$ cat config.mk
export PLATFORM = sky130hd
export DESIGN_NAME = fwd_hazard_unit
export DESIGN_NICKNAME = d
export VERILOG_FILES = /design/src/rtl/fwd_pkg.sv /design/src/rtl/fwd_src_sel.sv /design/src/rtl/fwd_hazard_unit.sv
export SDC_FILE = /design/constraint.sdc
export NUM_CORES = 1
export LEC_CHECK = 0
export BUFFER_PORTS_ARGS = -buffer_cell sky130_fd_sc_hd__buf_2
export CAP_MARGIN = 20
export CELL_PAD_IN_SITES_DETAIL_PLACEMENT = 1
export CELL_PAD_IN_SITES_GLOBAL_PLACEMENT = 2
export CORE_MARGIN = 10
export CORE_UTILIZATION = 27
export CTS_CLUSTER_DIAMETER = 120
export DETAILED_ROUTE_END_ITERATION = 7
export GPL_ROUTABILITY_DRIVEN = 0
export PLACE_DENSITY_LB_ADDON = 0.05
export SETUP_SLACK_MARGIN = 0.02
export SYNTH_ARGS = -nofsm -noshare
export SYNTH_HDL_FRONTEND = slang
export SYNTH_SLANG_ARGS = --single-unit
$ cat constraint.sdc
create_clock -name clk -period 1.6 [get_ports clk]
set_input_delay 0.08 -clock clk [delete_from_list [all_inputs] [get_ports clk]]
set_output_delay 0.08 -clock clk [all_outputs]
set_load 0.005 [all_outputs]
$ cat src/rtl/fwd_pkg.sv
// Shared constants, types and helpers for the forwarding / hazard unit.
package fwd_pkg;

    // Forward select value meaning "read the register file".
    localparam int unsigned SEL_REGFILE = 32'd0;

    // Packed operand index, wide enough for any practical NUM_SRC.
    typedef logic [7:0] src_idx_t;

    // Select value that picks the HF result bypass.
    function automatic int unsigned SEL_HF(input int unsigned num_stg);
        return num_stg + 32'd1;
    endfunction

    // Width of one forward select: regfile + NUM_STG stages + HF bypass.
    function automatic int unsigned sel_w(input int unsigned num_stg);
        return $clog2(num_stg + 32'd2);
    endfunction

endpackage

$ cat src/rtl/fwd_src_sel.sv
// Priority selector for a single EX operand: HF bypass first, then the
// youngest matching write-back stage, otherwise the register file.
module fwd_src_sel
    import fwd_pkg::*;
#(
    parameter int unsigned NUM_STG = 32'd2,
    parameter int unsigned REG_W   = 32'd5,
    parameter int unsigned SEL_W   = sel_w(NUM_STG)
) (
    input  logic                     src_vld,
    input  logic [REG_W-1:0]         src_reg,
    input  logic [NUM_STG-1:0]       stg_wr_en,
    input  logic [NUM_STG*REG_W-1:0] stg_rd,
    input  logic                     hf_done,
    input  logic [REG_W-1:0]         hf_done_rd,
    output logic [SEL_W-1:0]         sel
);

    logic [SEL_W-1:0] sel_s;
    logic             hit_s;

    // Pick the forwarding source; r0 and unused operands never forward.
    always_comb begin
        sel_s = SEL_W'(SEL_REGFILE);
        hit_s = 1'b0;
        if (!src_vld || (src_reg == {REG_W{1'b0}})) begin
            sel_s = SEL_W'(SEL_REGFILE);
        end else if (hf_done && (hf_done_rd == src_reg)) begin
            sel_s = SEL_W'(SEL_HF(NUM_STG));
        end else begin
            for (int k = 0; k < NUM_STG; k++) begin
                if (!hit_s && stg_wr_en[k] && (stg_rd[k*REG_W +: REG_W] == src_reg)) begin
                    sel_s = SEL_W'(k + 1);
                    hit_s = 1'b1;
                end else begin
                    sel_s = sel_s;
                end
            end
        end
    end

    assign sel = sel_s;

endmodule

$ cat src/rtl/fwd_hazard_unit.sv
// Forwarding and hazard unit with a scoreboard for the multi-cycle HF unit.
// Optional build macro FWD_PERF_CNT_EN adds saturating stall / forward
// performance counters.
module fwd_hazard_unit
    import fwd_pkg::*;
#(
    parameter int unsigned REG_W   = 32'd5,
    parameter int unsigned NUM_SRC = 32'd3,
    parameter int unsigned NUM_STG = 32'd2,
    parameter int unsigned HF_LAT  = 32'd4,
    parameter int unsigned SEL_W   = sel_w(NUM_STG)
) (
    input  logic                     clk,
    input  logic                     rst,
    input  logic [NUM_STG-1:0]       stg_wr_en,
    input  logic [NUM_STG*REG_W-1:0] stg_rd,
    input  logic [NUM_SRC-1:0]       src_vld,
    input  logic [NUM_SRC*REG_W-1:0] src_reg,
    input  logic                     id_ex_vld,
    input  logic                     hf_issue,
    input  logic [REG_W-1:0]         hf_rd,
    output logic [NUM_SRC*SEL_W-1:0] fwd_sel,
    output logic                     stall,
    output logic                     hf_busy,
    output logic                     hf_done,
    output logic [REG_W-1:0]         hf_done_rd
`ifdef FWD_PERF_CNT_EN
    ,
    output logic [31:0]              perf_stall_cnt,
    output logic [31:0]              perf_fwd_cnt
`endif
);

    localparam int unsigned CNT_W = $clog2(HF_LAT + 32'd1);

    logic [NUM_SRC*SEL_W-1:0] sel_raw_s;
    logic [NUM_SRC*SEL_W-1:0] fwd_sel_s;
    logic [CNT_W-1:0]         cnt_r;
    logic [CNT_W-1:0]         cnt_nxt_s;
    logic [REG_W-1:0]         pend_rd_r;
    logic [REG_W-1:0]         pend_nxt_s;
    logic                     hf_busy_r;
    logic                     hf_done_r;
    logic [REG_W-1:0]         hf_done_rd_r;
    logic                     raw_s;
    logic                     struct_s;
    logic                     stall_s;
    logic                     accept_s;

    for (genvar j = 0; j < NUM_SRC; j++) begin : g_src
        fwd_src_sel #(
            .NUM_STG (NUM_STG),
            .REG_W   (REG_W),
            .SEL_W   (SEL_W)
        ) u_src_sel (
            .src_vld    (src_vld[j]),
            .src_reg    (src_reg[j*REG_W +: REG_W]),
            .stg_wr_en  (stg_wr_en),
            .stg_rd     (stg_rd),
            .hf_done    (hf_done_r),
            .hf_done_rd (hf_done_rd_r),
            .sel        (sel_raw_s[j*SEL_W +: SEL_W])
        );
    end

    // RAW hazard: a valid operand waits on the in-flight HF destination.
    always_comb begin
        raw_s = 1'b0;
        for (int j = 0; j < NUM_SRC; j++) begin
            if (src_vld[j] && (src_reg[j*REG_W +: REG_W] == pend_rd_r)) begin
                raw_s = 1'b1;
            end else begin
                raw_s = raw_s;
            end
        end
        raw_s = raw_s & hf_busy_r & ~hf_done_r & (pend_rd_r != {REG_W{1'b0}});
    end

    // Stall / forward outputs, both forced quiet while in reset.
    always_comb begin
        struct_s  = hf_issue & hf_busy_r & ~hf_done_r;
        stall_s   = 1'b0;
        fwd_sel_s = {(NUM_SRC*SEL_W){1'b0}};
        if (rst) begin
            stall_s   = 1'b0;
            fwd_sel_s = {(NUM_SRC*SEL_W){1'b0}};
        end else begin
            stall_s   = id_ex_vld & (raw_s | struct_s);
            fwd_sel_s = sel_raw_s;
        end
    end

    // Scoreboard next state: reload on an accepted issue, else count down to 0.
    always_comb begin
        accept_s   = id_ex_vld & hf_issue & ~stall_s;
        cnt_nxt_s  = {CNT_W{1'b0}};
        pend_nxt_s = pend_rd_r;
        if (accept_s) begin
            cnt_nxt_s  = CNT_W'(HF_LAT);
            pend_nxt_s = hf_rd;
        end else if (cnt_r != {CNT_W{1'b0}}) begin
            cnt_nxt_s  = cnt_r - CNT_W'(1);
            pend_nxt_s = pend_rd_r;
        end else begin
            cnt_nxt_s  = {CNT_W{1'b0}};
            pend_nxt_s = pend_rd_r;
        end
    end

    // Scoreboard registers; busy/done are registered from the next count.
    always_ff @(posedge clk) begin
        if (rst) begin
            cnt_r        <= {CNT_W{1'b0}};
            pend_rd_r    <= {REG_W{1'b0}};
            hf_busy_r    <= 1'b0;
            hf_done_r    <= 1'b0;
            hf_done_rd_r <= {REG_W{1'b0}};
        end else begin
            cnt_r        <= cnt_nxt_s;
            pend_rd_r    <= pend_nxt_s;
            hf_busy_r    <= (cnt_nxt_s != {CNT_W{1'b0}});
            hf_done_r    <= (cnt_nxt_s == CNT_W'(1));
            hf_done_rd_r <= (cnt_nxt_s == CNT_W'(1)) ? pend_nxt_s : {REG_W{1'b0}};
        end
    end

    assign fwd_sel    = fwd_sel_s;
    assign stall      = stall_s;
    assign hf_busy    = hf_busy_r;
    assign hf_done    = hf_done_r;
    assign hf_done_rd = hf_done_rd_r;

`ifdef FWD_PERF_CNT_EN
    logic [31:0] perf_stall_cnt_r;
    logic [31:0] perf_fwd_cnt_r;

    // Saturating counts of stall cycles and of unstalled forwarding cycles.
    always_ff @(posedge clk) begin
        if (rst) begin
            perf_stall_cnt_r <= 32'd0;
            perf_fwd_cnt_r   <= 32'd0;
        end else begin
            if (stall_s && (perf_stall_cnt_r != 32'hFFFF_FFFF)) begin
                perf_stall_cnt_r <= perf_stall_cnt_r + 32'd1;
            end else begin
                perf_stall_cnt_r <= perf_stall_cnt_r;
            end
            if (!stall_s && (|fwd_sel_s) && (perf_fwd_cnt_r != 32'hFFFF_FFFF)) begin
                perf_fwd_cnt_r <= perf_fwd_cnt_r + 32'd1;
            end else begin
                perf_fwd_cnt_r <= perf_fwd_cnt_r;
            end
        end
    end

    assign perf_stall_cnt = perf_stall_cnt_r;
    assign perf_fwd_cnt   = perf_fwd_cnt_r;
`else
    // No performance counters in this build.
`endif

endmodule

==> results of run 1 <==
what timing repair did:
item,4_1_cts,5_1_grt
resized for setup,10,12
buffers inserted,1,1
endpoints found under the hold margin,0,0
pin swaps,6,14
setup endpoints to repair,7,13
hold buffers,0,0
layout make-up:
class / count / area, um^2 / share of cell area (%)
Tap cell: 70 / 87.6 / 4.76
Timing Repair Buffer: 59 / 317 / 17.2
Clock buffer: 3 / 41.3 / 2.24
Inverter: 3 / 11.3 / 0.612
Sequential cell: 15 / 323 / 17.6
Multi-Input combinational cell: 136 / 1050 / 57.3
Clock inverter: 1 / 5.00 / 0.272
cell usage after synthesis, drive strengths merged:
master   n  area [um^2]
xor2    48          420
nor3     1         5.00
o21ai    3         15.0
and3     4         25.0
mux2i    5         50.1
or4      3         22.5
nand3b   1         7.51
a31oi    2         12.5
xnor2   12          105
nand2    2         7.51
ha       2         25.0
dfxtp   15          300
and2     2         12.5
nand3    3         15.0
a21oi    3         26.3
nor2    20         77.6
a41oi    3         26.3
nor2b    5         31.3
clkbuf   9         33.8
buf      9         57.6
nor4    14          109
or3      1         6.26
or2      1         6.26
inv      3         11.3
a221oi   1         15.0
where the power goes:
group / total, W / leakage, nW / switching (W) / internal (W)
combinational: 0.000348 / 0.683 / 0.000192 / 0.000156
sequential: 0.000412 / 0.128 / 0.0000228 / 0.000389
clock: 0.000297 / 0.0255 / 0.000125 / 0.000172
total: 0.00106 / 0.836 / 0.000340 / 0.000717
through the flow:
| step | setup WS [ns] | instances | total power, W | utilization (%) | TNS (ns) |
|---|---|---|---|---|---|
| finish | -0.166 | 287 | 0.00106 | 36.0 | -0.293 |
| CTS | -0.256 | 286 | 0.00106 | 35.0 | -0.433 |
| global placement | 0.00512 | 281 | 0.000747 | 33.6 | 0 |
| floorplan | 0.278 | 172 | 0.000634 | - | 0 |
| global route | -0.232 | 287 | 0.00113 | 36.0 | -0.846 |
| detailed placement | -0.0936 | 281 | 0.000756 | 33.6 | -0.0936 |
worst min-delay path, cell delays in order:
cell	delay, ns
buf_2	0.08
mux2i_1	0.07
nor2_1	0.08
worst paths after layout:
| path | cells past startpoint | endpoint | start | slack (ns) |
|---|---|---|---|---|
| hold reg to reg | 2 | cnt_r[0] | cnt_r[0] | 0.54 |
| hold / removal | 3 | hf_done_rd[0] | hf_rd[0] | 0.1 |
| setup / recovery | 6 | stall | pend_rd_r[4] | -0.17 |
| setup reg to reg | 6 | hf_done_rd[3] | cnt_r[0] | 0.18 |
logic make-up after synthesis:
| logic type | after synthesis | share of synthesized area, % |
|---|---|---|
| adder cells (fa/ha/maj) | 2 | 1.76 |
| AND/OR/NAND/NOR | 57 | 22.8 |
| XOR/XNOR | 60 | 36.9 |
| AO/OA/AOI/OAI | 12 | 6.68 |
| multiplexers | 5 | 3.52 |
| flip-flops | 15 | 21.1 |
| buffers and inverters | 21 | 7.21 |
state kept, by name (all words and copies together) (netlist names):
name / count
cnt_r: 3
hf_busy: 1
hf_done: 1
hf_done_rd: 5
pend_rd_r: 5
metal layers:
layer / share of wire (%) / routed length [um]
met5: 0 / 0
met4: 1.7 / 91
met3: 3.4 / 181
met2: 54 / 2830
met1: 41 / 2150
==> out/summary.txt, run 1 <==
outcome: finished, violations left
violations in the final reports: setup timing
Yosys warning count: 0
Hold WS: 0.0995 ns
Layout area overhead: 29.2%
met2 GRT Util: 24.1%
Pwr Density: 575 nW/um^2
GR Layer Usage met3: 1.69%
Final Critical Period: 1.77 ns
crit path DAT: 1.69 ns
CTS Buf Count: 3
clk root buf: clkbuf_8
filler cell count: 652
later-pin clock latency in the skew report: 0.24 ns
Tcrit/Tclk final: 110%
Pre-Repair DR Iteration Count: 3
ANT nets after route: 0
final setup margin: -0.166 ns
DR iter-0 viols: 34
Max-slew headroom: 74.3%
CTS tree: built
maxcap violations: 0
die width: 92.6 um
total I/O pin count: 53
# DRC: 0
first-pass GRT wire length: 8350 um
detailed placement HPWL: 4480 um
Leakage: 0.836 nW
Worst setup EP type: output pin
WL/cell: 18.3 um
layer with the highest usage: met2
worst vdd ir: 0.000408 V
RSZ-0062 raised after global routing: yes
Worst-Margin Slew: 0.384 ns
Port-buffer cells: 52
DRT Wirelength: 5250 um
ant diodes: 0
area of the mapped netlist: 1420 um^2
Seq cells post-synth: 15
drt via density: 4.68
die area: 8580 um^2
Design Area, Final: 1840 um^2
Rows: 26
vias in the first global route: 1553
Fin Clk Skew: 0.00422 ns
slowest CP cell: dfxtp_4
CP Class: register to output pin
met1 Resource Use GR: 13.0%
Die Y-Extent: 92.6 um
WP data required: 1.52 ns
Setup violations, final: 5
Top delay family on crit path: simple AND/OR/NAND/NOR gates
Syn Nets: 213
vias post-DR: 1344
Max Clock Freq: 566 MHz
Mean Syn Cell Area: 8.28 um^2
Core Area: 5110 um^2
Largest stage delay, worst path: 0.36 ns
max-slew violations: 0
Placed Area: 1720 um^2
Starting Density: 27.9%
Cell variety after synth: 31
clock-pin slew on the worst setup and hold paths: 0.06 ns
largest net degree at the start of global routing: 12
Critical Path Source Type: register
CP bufs+invs: 1
Fin. Hold Viols: 0
nets: 259
layout cells sized above 1: 38.7%
antenna violations before repair: 0
GRT Total Usage: 12.4%
peak fanout along the critical path: 3
most common cell after layout, fill and taps aside: buf_2
post-synthesis sequential area ratio: 21.1%
Max Root-Sink Buffers: 2
Cells after Synth: 172
crit path cell chain: xor2_2 > nor4_2 > and3_1 > a31oi_1 > a221oi_2 > buf_2
most frequent cells in the layout: buf_2, xor2_1, nor2_1
HP Class: primary input to register
Congestion Overflow GR: 0
Sink Count: 15
CTS HTree Levels: 1
No activity file was read; power rests on OpenSTA's default activity.
==> run 2, diff against run 1 <==
--- a/config.mk
+++ b/config.mk
@@ -5,12 +5,12 @@
 export SDC_FILE = /design/constraint.sdc
 export NUM_CORES = 1
 export LEC_CHECK = 0
-export BUFFER_PORTS_ARGS = -buffer_cell sky130_fd_sc_hd__buf_2
+export BUFFER_PORTS_ARGS = -buffer_cell sky130_fd_sc_hd__buf_4
 export CAP_MARGIN = 20
 export CELL_PAD_IN_SITES_DETAIL_PLACEMENT = 1
 export CELL_PAD_IN_SITES_GLOBAL_PLACEMENT = 2
 export CORE_MARGIN = 10
-export CORE_UTILIZATION = 27
+export CORE_UTILIZATION = 29
 export CTS_CLUSTER_DIAMETER = 120
 export DETAILED_ROUTE_END_ITERATION = 7
 export GPL_ROUTABILITY_DRIVEN = 0
==> constraint.sdc (replaced) <==
create_clock -name clk -period 2.2 [get_ports clk]
set_input_delay 0.11 -clock clk [delete_from_list [all_inputs] [get_ports clk]]
set_output_delay 0.11 -clock clk [all_outputs]
set_load 0.005 [all_outputs]
==> out/summary.txt, run 2 (same netlist as run 1, synthesis figures left out) <==
ant diodes: 0
Sink Count: 15
Setup violations, final: 0
most frequent cells in the layout: buf_4, xor2_1, nor2_1
largest net degree at the start of global routing: 13
Final Critical Period: 1.86 ns
CP Class: register to output pin
Fin. Hold Viols: 0
Hold Buf Count CTS: 0
Congestion Overflow GR: 0
Max-slew headroom: 73.4%
antenna violations before repair: 0
outcome: completed
Worst-Margin Slew: 0.395 ns
later-pin clock latency in the skew report: 0.25 ns
die area: 8110 um^2
post-CTS setup buffer count: 0
Fin Clk Skew: 0.00232 ns
DR iter-0 viols: 34
nets: 252
layout cells sized above 1: 29.0%
Layout area overhead: 30.1%
Final Total Pwr: 0.000780 W
Final TNS setup: 0 ns
Rows: 25
first-pass GRT wire length: 8600 um
crit path DAT: 1.75 ns
Critical Path Source Type: register
worst vdd ir: 0.000370 V
total I/O pin count: 53
Tcrit/Tclk final: 84.5%
HP Class: primary input to register
Port-buffer cells: 52
clk root buf: clkbuf_8
CTS tree: built
Max Root-Sink Buffers: 2
# DRC: 0
max-slew violations: 0
Worst setup EP type: output pin
vias in the first global route: 1523
peak fanout along the critical path: 5
CTS resizes: 0
Die Y-Extent: 90.1 um
Max Clock Freq: 538 MHz
DRT Wirelength: 5350 um
die width: 90.1 um
multi-input logic area: 1020 um^2
Pwr Density: 421 nW/um^2
maxcap violations: 0
CTS Buf Count: 3
drt via density: 4.82
WP data required: 2.09 ns
detailed placement HPWL: 4410 um
Starting Density: 29.9%
ANT nets after route: 0
filler cell count: 585
Core Area: 4750 um^2
Leakage: 0.821 nW
WL/cell: 19.3 um
CTS HTree Levels: 1
vias post-DR: 1334
most common cell after layout, fill and taps aside: buf_4
RSZ-0062 raised after global routing: no
Register Area: 300 um^2
GRT Total Usage: 13.0%
clock-pin slew on the worst setup and hold paths: 0.06 ns
Pre-Repair DR Iteration Count: 4
-- run 2: cell types whose count changed in the layout (fill, tap and decap cells not counted), sizes merged --
cell / change
clkbuf: +1
buf: -7
clkinv: -1
-- run 2: critical path, stage by stage (launching register included) --
cell      delay, ns
dfxtp_1        0.49
xor2_1         0.11
nor4_1         0.33
a31oi_1        0.15
a221oi_2       0.28
buf_4          0.15
-- run 2: area by class of cell --
cell class	count	share of cell area (%)
multi-input combinational	136	55.1
timing repair buffer	52	21.1
sequential	15	16.2
tap	67	4.53
clock buffer	4	2.43
inverter	3	0.608
-- run 2: through the flow --
stage	hold slack, ns	setup slack (ns)	util [%]	std cells	area [um^2]
after floorplan	0.194	0.878	-	172	1420
after global placement	0.368	0.683	38.0	273	1810
after detailed placement	0.380	0.609	38.0	273	1810
after CTS	0.126	0.367	38.9	277	1850
after global routing	0.136	0.259	38.9	277	1850
final	0.126	0.341	38.9	277	1850
-- run 2: layer usage --
layer | vias up | GRT usage [%] | part of all wire (%)
li1 | 643 | - | -
met1 | 647 | 14.8 | 43
met2 | 39 | 24.3 | 52
met3 | 5 | 2.33 | 4.1
met4 | 0 | 3.18 | 0.90
met5 | - | 0 | 0
-- run 2: where the power goes --
part,internal (W),leakage (nW),switching [W],total (W)
sequential,0.000285,0.122,0.0000201,0.000305
combinational,0.000124,0.677,0.000131,0.000256
clock,0.000128,0.0228,0.0000912,0.000219
-- run 2: worst paths after layout --
kind	startpoint	cells past startpoint	end	slack (ns)
worst max-delay path	pend_rd_r[3]	5	stall	0.34
worst min-delay path	hf_rd[1]	3	pend_rd_r[1]	0.13
worst max register to register	cnt_r[0]	6	hf_done_rd[0]	0.60
worst min register to register	cnt_r[0]	1	cnt_r[0]	0.48
